$ cat src/rtl/dm_present_hash_ctrl.sv
// dm_present_hash_ctrl
// Davies-Meyer chaining controller around an external PRESENT-80 compression
// core. Each 80-bit message block is used as the core key, the chaining value
// H is the core plaintext, and the core returns H ^ E_K(H) as the new H. The
// digest is presented after the block flagged msg_last.
//
// Ports
//   clk, iReset_n              clock, synchronous active-low reset
//   msg_valid/msg_ready        message block handshake (msg_data, msg_last)
//   hash_valid/hash_ready      digest handshake (hash_out)
//   core_load                  one-cycle start pulse to the core
//   core_idat, core_key        chaining value and key to the core
//   core_odat, core_done       core result and completion pulse
//   busy, err, blk_cnt         status: not idle, sticky timeout, blocks absorbed
//
// state  | meaning
// IDLE   | ready for a message block
// LOAD   | start pulse to the core, wait counter cleared
// WAIT   | waiting for core_done or the timeout limit
// RESP   | digest offered until hash_ready
module dm_present_hash_ctrl #(
    parameter logic [63:0] IV      = 64'h0,
    parameter int          TIMEOUT = 48
) (
    input  logic        clk,
    input  logic        iReset_n,
    input  logic        msg_valid,
    output logic        msg_ready,
    input  logic [79:0] msg_data,
    input  logic        msg_last,
    output logic        hash_valid,
    input  logic        hash_ready,
    output logic [63:0] hash_out,
    output logic        core_load,
    output logic [63:0] core_idat,
    output logic [79:0] core_key,
    input  logic [63:0] core_odat,
    input  logic        core_done,
    output logic        busy,
    output logic        err,
    output logic [15:0] blk_cnt
);

    localparam int CW = $clog2(TIMEOUT) + 1;

    typedef enum logic [1:0] {
        S_IDLE,
        S_LOAD,
        S_WAIT,
        S_RESP
    } state_t;

    state_t          state;
    state_t          state_nxt;
    logic [63:0]     h_reg;
    logic [79:0]     kreg;
    logic            lreg;
    logic [CW-1:0]   wait_cnt;
    logic            done_hit;
    logic            tmo_hit;

    // Completion wins over the timeout when both land on the same cycle.
    assign done_hit = (state == S_WAIT) && core_done;
    assign tmo_hit  = (state == S_WAIT) && !core_done && (wait_cnt == CW'(TIMEOUT - 1));

    // Core inputs are only driven while a block is in flight, so they read
    // zero out of reset regardless of IV.
    assign core_idat = (state == S_LOAD || state == S_WAIT) ? h_reg : 64'h0;
    assign core_key  = (state == S_LOAD || state == S_WAIT) ? kreg  : 80'h0;

    always_comb begin
        state_nxt  = state;
        msg_ready  = 1'b0;
        core_load  = 1'b0;
        hash_valid = 1'b0;
        busy       = 1'b1;
        case (state)
            S_IDLE: begin
                busy      = 1'b0;
                msg_ready = 1'b1;
                if (msg_valid)
                    state_nxt = S_LOAD;
            end
            S_LOAD: begin
                core_load = 1'b1;
                state_nxt = S_WAIT;
            end
            S_WAIT: begin
                if (done_hit)
                    state_nxt = lreg ? S_RESP : S_IDLE;
                else if (tmo_hit)
                    state_nxt = S_IDLE;
            end
            S_RESP: begin
                hash_valid = 1'b1;
                if (hash_ready)
                    state_nxt = S_IDLE;
            end
            default: state_nxt = S_IDLE;
        endcase
    end

    always_ff @(posedge clk) begin
        if (!iReset_n) begin
            state    <= S_IDLE;
            h_reg    <= IV;
            kreg     <= 80'h0;
            lreg     <= 1'b0;
            wait_cnt <= '0;
            blk_cnt  <= 16'h0;
            err      <= 1'b0;
            hash_out <= 64'h0;
        end else begin
            state <= state_nxt;
            case (state)
                S_IDLE: begin
                    if (msg_valid) begin
                        kreg <= msg_data;
                        lreg <= msg_last;
                    end
                end
                S_LOAD: begin
                    wait_cnt <= '0;
                end
                S_WAIT: begin
                    wait_cnt <= wait_cnt + CW'(1);
                    if (done_hit) begin
                        h_reg <= core_odat;
                        if (blk_cnt != 16'hFFFF)
                            blk_cnt <= blk_cnt + 16'd1;
                        if (lreg)
                            hash_out <= core_odat;
                    end else if (tmo_hit) begin
                        err     <= 1'b1;
                        h_reg   <= IV;
                        blk_cnt <= 16'h0;
                    end
                end
                S_RESP: begin
                    // Next message starts a fresh chain from IV.
                    if (hash_ready) begin
                        h_reg   <= IV;
                        blk_cnt <= 16'h0;
                    end
                end
                default: ;
            endcase
        end
    end

endmodule

$ cat config.mk
export PLATFORM = sky130hd
export DESIGN_NAME = dm_present_hash_ctrl
export DESIGN_NICKNAME = d
export VERILOG_FILES = /design/src/rtl/dm_present_hash_ctrl.sv
export SDC_FILE = /design/constraint.sdc
export NUM_CORES = 1
export LEC_CHECK = 0
export CAP_MARGIN = 20
export CELL_PAD_IN_SITES_DETAIL_PLACEMENT = 0
export CELL_PAD_IN_SITES_GLOBAL_PLACEMENT = 2
export CORE_ASPECT_RATIO = 0.75
export CORE_MARGIN = 1
export CORE_UTILIZATION = 25
export CTS_CLUSTER_SIZE = 12
export DETAILED_ROUTE_END_ITERATION = 8
export HOLD_SLACK_MARGIN = 0.15
export MAX_ROUTING_LAYER = met4
export PLACE_DENSITY_LB_ADDON = 0.15
export SYNTH_ARGS = -nofsm -noshare
export SYNTH_HDL_FRONTEND = slang
export SYNTH_SLANG_ARGS = --single-unit
export TNS_END_PERCENT = 1
$ cat constraint.sdc
create_clock -name clk -period 3 [get_ports clk]
set_input_delay 0.6 -clock clk [delete_from_list [all_inputs] [get_ports clk]]
set_output_delay 0.6 -clock clk [all_outputs]
set_load 0.01 [all_outputs]
## Yosys cells after proc, flatten, opt, wreduce, memory -nomap -nowiden

Index checks and enable logic that the tools add are counted.

- $add $sub $neg: 2
- Equality and inequality tests: 9
- Mux-type cells: 22
- Bitwise operators: 1
- Reduce and logical (&&, ||, !) cells: 14

Operator list:

| kind | number |
|---|---|
| 64-bit two-way mux | 4 |
| 64-bit case mux with 2 select lines | 1 |
| 80-bit two-way mux | 1 |
| 16-bit two-way mux | 4 |
| 16-bit case mux with 2 select lines | 1 |
| 16-bit by 1-bit adder with 16-bit output (second input constant) | 1 |
| 16-bit inequality test (second input constant) | 1 |
| 7-bit case mux with 2 select lines | 1 |
| 3-bit AND reduction | 4 |
| 2-bit two-way mux | 5 |
| 2-bit case mux with 4 select lines | 1 |
| 7-bit by 1-bit adder with 7-bit output (second input constant) | 1 |
| 7-bit by 6-bit equality test with 1-bit output (second input constant) | 1 |
| 2-bit equality test (second input constant) | 2 |
| 1-bit two-way mux | 4 |
| 2-bit inequality test (second input constant) | 2 |
| 4-bit AND reduction | 1 |
| 2-bit nonzero test | 2 |
| 1-bit logical AND | 3 |
| 3-bit by 2-bit inequality test with 1-bit output (second input constant) | 1 |
| 3-bit inequality test (second input constant) | 1 |
| 2-bit by 1-bit equality test with 1-bit output (second input constant) | 1 |
| 2-bit zero test | 1 |
| 2-bit AND reduction | 1 |
| 3 further kinds | 3 |

- Bits in registers: 235
- Input port bits: 150
- Output and inout port bits: 229
- Logic and storage cells: 56

## Longest topological paths before layout

- Depth in word-level cells: 6
- Depth in mapped cells: 10
- Mapped depth without buffers: 7

## Least setup slack after synthesis

No wires, ideal clock.

- Path kind: flip-flop to output port
- Start: register state[0]
- End: output port core_idat[12]
- Arrival time: 1.459 ns
- Data required time: 2.400 ns
- Setup slack: 0.941 ns
- Stages on the path, launching flop included: 6
- Path buffers: 2
- Path through: dfxtp_1 > inv_1 > ha_1 > clkbuf_1 > clkbuf_1 > and2_1

- Cells in the longest elaborated chain, start to end: 3
- Elaborated cells between the ends (all ways): 4
- Those cells by class: 2 x eq/ne; 1 x mux; 1 x reduce/logical

Ends and longest elaborated chain:

| item | line | source |
|---|---|---|
| start, declared | 53 | `state_t state;` |
| start signal, assigned | 114 | `state <= state_nxt;` |
| 2-bit by 1-bit equality test with 1-bit output / 2-bit equality test (equally long branches) | 68 | `assign core_idat = (state == S_LOAD \|\| state == S_WAIT) ? h_reg : 64'h0;` |
| 1-bit logical OR (*) | 68 |  |
| 64-bit two-way mux (*) | 68 |  |
| end, declared | 35 | `output logic [63:0] core_idat,` |

Every way passes the cells marked *; elsewhere a longest branch is shown, timed or not.

## Final worst setup path

- Start: register state[1]
- End: output port core_key[40]

- Cells in the longest elaborated chain, start to end: 3
- Elaborated cells between the ends (all ways): 4
- Those cells by class: 2 x eq/ne; 1 x mux; 1 x reduce/logical

Ends and longest elaborated chain:

| item | line | source |
|---|---|---|
| 2-bit by 1-bit equality test with 1-bit output / 2-bit equality test (equally long branches) | 69 | `assign core_key = (state == S_LOAD \|\| state == S_WAIT) ? kreg : 80'h0;` |
| 1-bit logical OR (*) | 69 |  |
| 80-bit two-way mux (*) | 69 |  |
| end, declared | 36 | `output logic [79:0] core_key,` |

Marks and branches as above.

==> impl_metrics.ini <==
[power]
p_total_mw = 10.1
switching_power_mw = 3.18
combPwrFrac_pct = 30.2
swShare_pct = 31.6
cellLeakagePower_nw = 7.02
irDropWorstVdd_uv = 389
clkPwrFrac_pct = 34.5
pwr-share-seq_pct = 35.3
internal-power_mw = 6.87
powerDensity_nw_per_um2 = 665

[floorplan]
die_area_um2 = 38500
coreArea_um2 = 37100
die_height_um = 170
pin_count = 379
die_w_um = 226
start_util_pct = 25.4
rows = 61

[cts]
htree_levels = 1
cts-buffers-inserted = 27
clk_latency_ns = 0.54
clock_path_buffers = 3
cts_sinks = 235
cts_tree = yes
root_buffer = clkbuf_16
path_clk_slew_ns = 0.06
holdBufCountCts = 0

[worst_setup_path]
critPathLaunch = state[1]$_SDFFE_PN0P_
reg2reg_from = state[0]$_SDFFE_PN0P_
path_class = flop to primary output
endpoint = core_key[40]
critical_path.max_fanout = 15
critPathLaunchType = flop
critPathCaptureType = primary output
cp.required_ns = 2.40
worstPathArrival_ns = 2.31
r2r.worst_path.cells = 7
r2r_slack_ns = 0.73
r2r-end = blk_cnt[0]$_SDFFE_PN0P_

[placement]
place_congestion = 0.752
dp_hpwl_mm = 24.0
place_area_um2 = 13900
placed_cells = 1999
portBuffers = 378

[timing]
period_share_pct = 97.1
min_period_ns = 2.91
setup-violations-final = 0
skew_ns = 0.0102
hold_violations = 0
max_freq_mhz = 343
max_slew_margin_pct = 61.9
slew_violations = 0
worstMarginPinSlew_ns = 0.566
fin_setup_tns_ns = 0
rsz0062_at_grt = false

[global_routing]
met3_usage_pct = 4.87
grt_pass1_vias = 8731
grt_use_total_pct = 18.3
met1_usage_pct = 23.7
grt_pass1_wl_mm = 53.2
overflow = 0
grt_use_met2_pct = 28.2
grt_max_degree = 79
antenna_found_initial = 4
top_usage_layer = met2

[final_layout]
post-route-util_pct = 40.8
area_growth_pct = 60.2
finish.instance_area_um2 = 15100
drive_gt1_share_pct = 6.07
nNetsFinal = 1685
largest_register_ffs = 80
stdcell_count = 2057

[route]
drt_pass1_iterations = 5
via_per_inst = 4.41
totalWireLength_mm = 35.4
drt_iter0_drc = 487
postRouteAntennaNets = 0
wl_per_cell_um = 17.2
drc = 0
via_count = 9064

[logic_synthesis]
ys_ff_latch = 235
async_reset_ff_share_pct = 0
ys_warn_count = 0
syn_area_um2 = 9440
synth-seq-area-share_pct = 49.9
synth_edf_count = 0
syn-mean-instance-area_um2 = 7.98
syn_nets = 1339
synthDistinctLibCells = 44
synthCells = 1182
ys.flop_type = dfxtp_1

[min_path]
holdCritPathClass = flop to flop

[flow_run]
max_cap_viol_count = 0

[status]
outcome = complete, no violations
-- cells by family (layout without fill, tap and decap cells) --
family                     count (synthesis)  count (layout)  share of synthesized area, %
xor gates and xnor gates                   4               4                         0.371
and+or+nand+nor                          581             581                          28.2
adders and majority gates                  7               7                         0.928
buffers and inverters                     97             464                          4.38
other                                      0               4                             0
DFF                                      235             235                          49.9
AOI/OAI and AO/OA                        258             258                          16.2
-- cells in the final DEF (no fill, tap or decap), types with 5 or more instances in the layout --
cell type	netlist	final
nor2_1	85	83
and2_1	144	144
a22oi_1	64	64
dfxtp_1	235	233
clkdlybuf4s50_1	0	280
clkbuf_8	0	8
o21ai_0	12	12
a31oi_1	6	6
nand2_1	311	309
ha_1	7	6
inv_1	7	6
nand4_1	5	5
a21oi_1	160	160
nand3_1	11	10
clkbuf_1	57	6
clkbuf_16	0	27
buf_12	0	15
buf_4	0	12
dlymetal6s2s_1	0	97
-- worst max-delay path: stages, from the launching register on --
cell and delay (ns):
dfxtp_2 0.37, inv_1 0.11, ha_4 0.32, buf_4 0.11
buf_6 0.16, and2_1 0.14, clkdlybuf4s50_1 0.56
-- power groups by stage --
| stage | clock [mW] | sequential [mW] | combinational, mW |
|---|---|---|---|
| 3_5_place_dp | 0 | 3.61 | 3.00 |
| 4_1_cts | 3.60 | 3.55 | 3.16 |
| 3_3_place_gp | 0 | 3.61 | 2.98 |
| 2_1_floorplan | 0 | 3.56 | 1.48 |
| 6_report | 3.46 | 3.55 | 3.04 |
| 5_1_grt | 3.72 | 3.59 | 3.34 |
-- repair_timing --
item,in CTS,in global routing
endpoints found under the setup margin,144,107
buffers inserted,4,0
pin swaps,1,0
gates resized for setup,3,99
hold endpoints to repair,0,0
-- metrics by stage --
| stage | hold WS [ns] | setup WS [ns] |
|---|---|---|
| CTS | 0.451 | 0.000486 |
| finish | 0.447 | 0.0871 |
| global placement | 0.438 | 0.322 |
| global route | 0.467 | 0.000697 |
| floorplan | 0.432 | 0.941 |
| detailed placement | 0.442 | 0.284 |
-- cell usage after synthesis, types with 6 or more instances --
library cell	n	area [um2]
nand2_1	311	1170
nor2_1	85	319
clkbuf_1	57	214
buf_1	9	33.8
a22oi_1	64	480
and2_1	144	901
dfxtp_1	235	4700
a31oi_1	6	37.5
buf_2	21	105
inv_1	7	26.3
o21ai_0	12	60.1
a21oi_1	160	801
nand3_1	11	55.1
ha_1	7	87.6
-- how the worst min path moves through the flow --
stage | start | end | slack (ns) | cells past startpoint
3_5_place_dp | kreg[44]$_SDFFE_PN0P_ | kreg[44]$_SDFFE_PN0P_ | 0.44 | 2
6_report | kreg[65]$_SDFFE_PN0P_ | kreg[65]$_SDFFE_PN0P_ | 0.45 | 2
4_1_cts | kreg[44]$_SDFFE_PN0P_ | kreg[44]$_SDFFE_PN0P_ | 0.45 | 2
2_1_floorplan | kreg[0]$_SDFFE_PN0P_ | kreg[0]$_SDFFE_PN0P_ | 0.43 | 2
3_3_place_gp | kreg[42]$_SDFFE_PN0P_ | kreg[42]$_SDFFE_PN0P_ | 0.44 | 2
5_1_grt | hash_out[5]$_SDFFE_PN0P_ | hash_out[5]$_SDFFE_PN0P_ | 0.47 | 2
-- cell type report --
type,instances,area [um2]
antenna,4,10.0
clock buffer,41,808
clock inverter,9,128
inverter,7,31.3
fill,3867,22000
multi-input combinational,850,4360
sequential,235,4710
tap,504,631
timing repair buffer,407,4440
-- metal layers --
layer	up-vias	wire length (um)
met2	210	16300
met4	0	742
met5	-	0
met1	4206	16000
li1	4598	-
met3	50	2400
No activity file was read; power rests on OpenSTA's default activity.
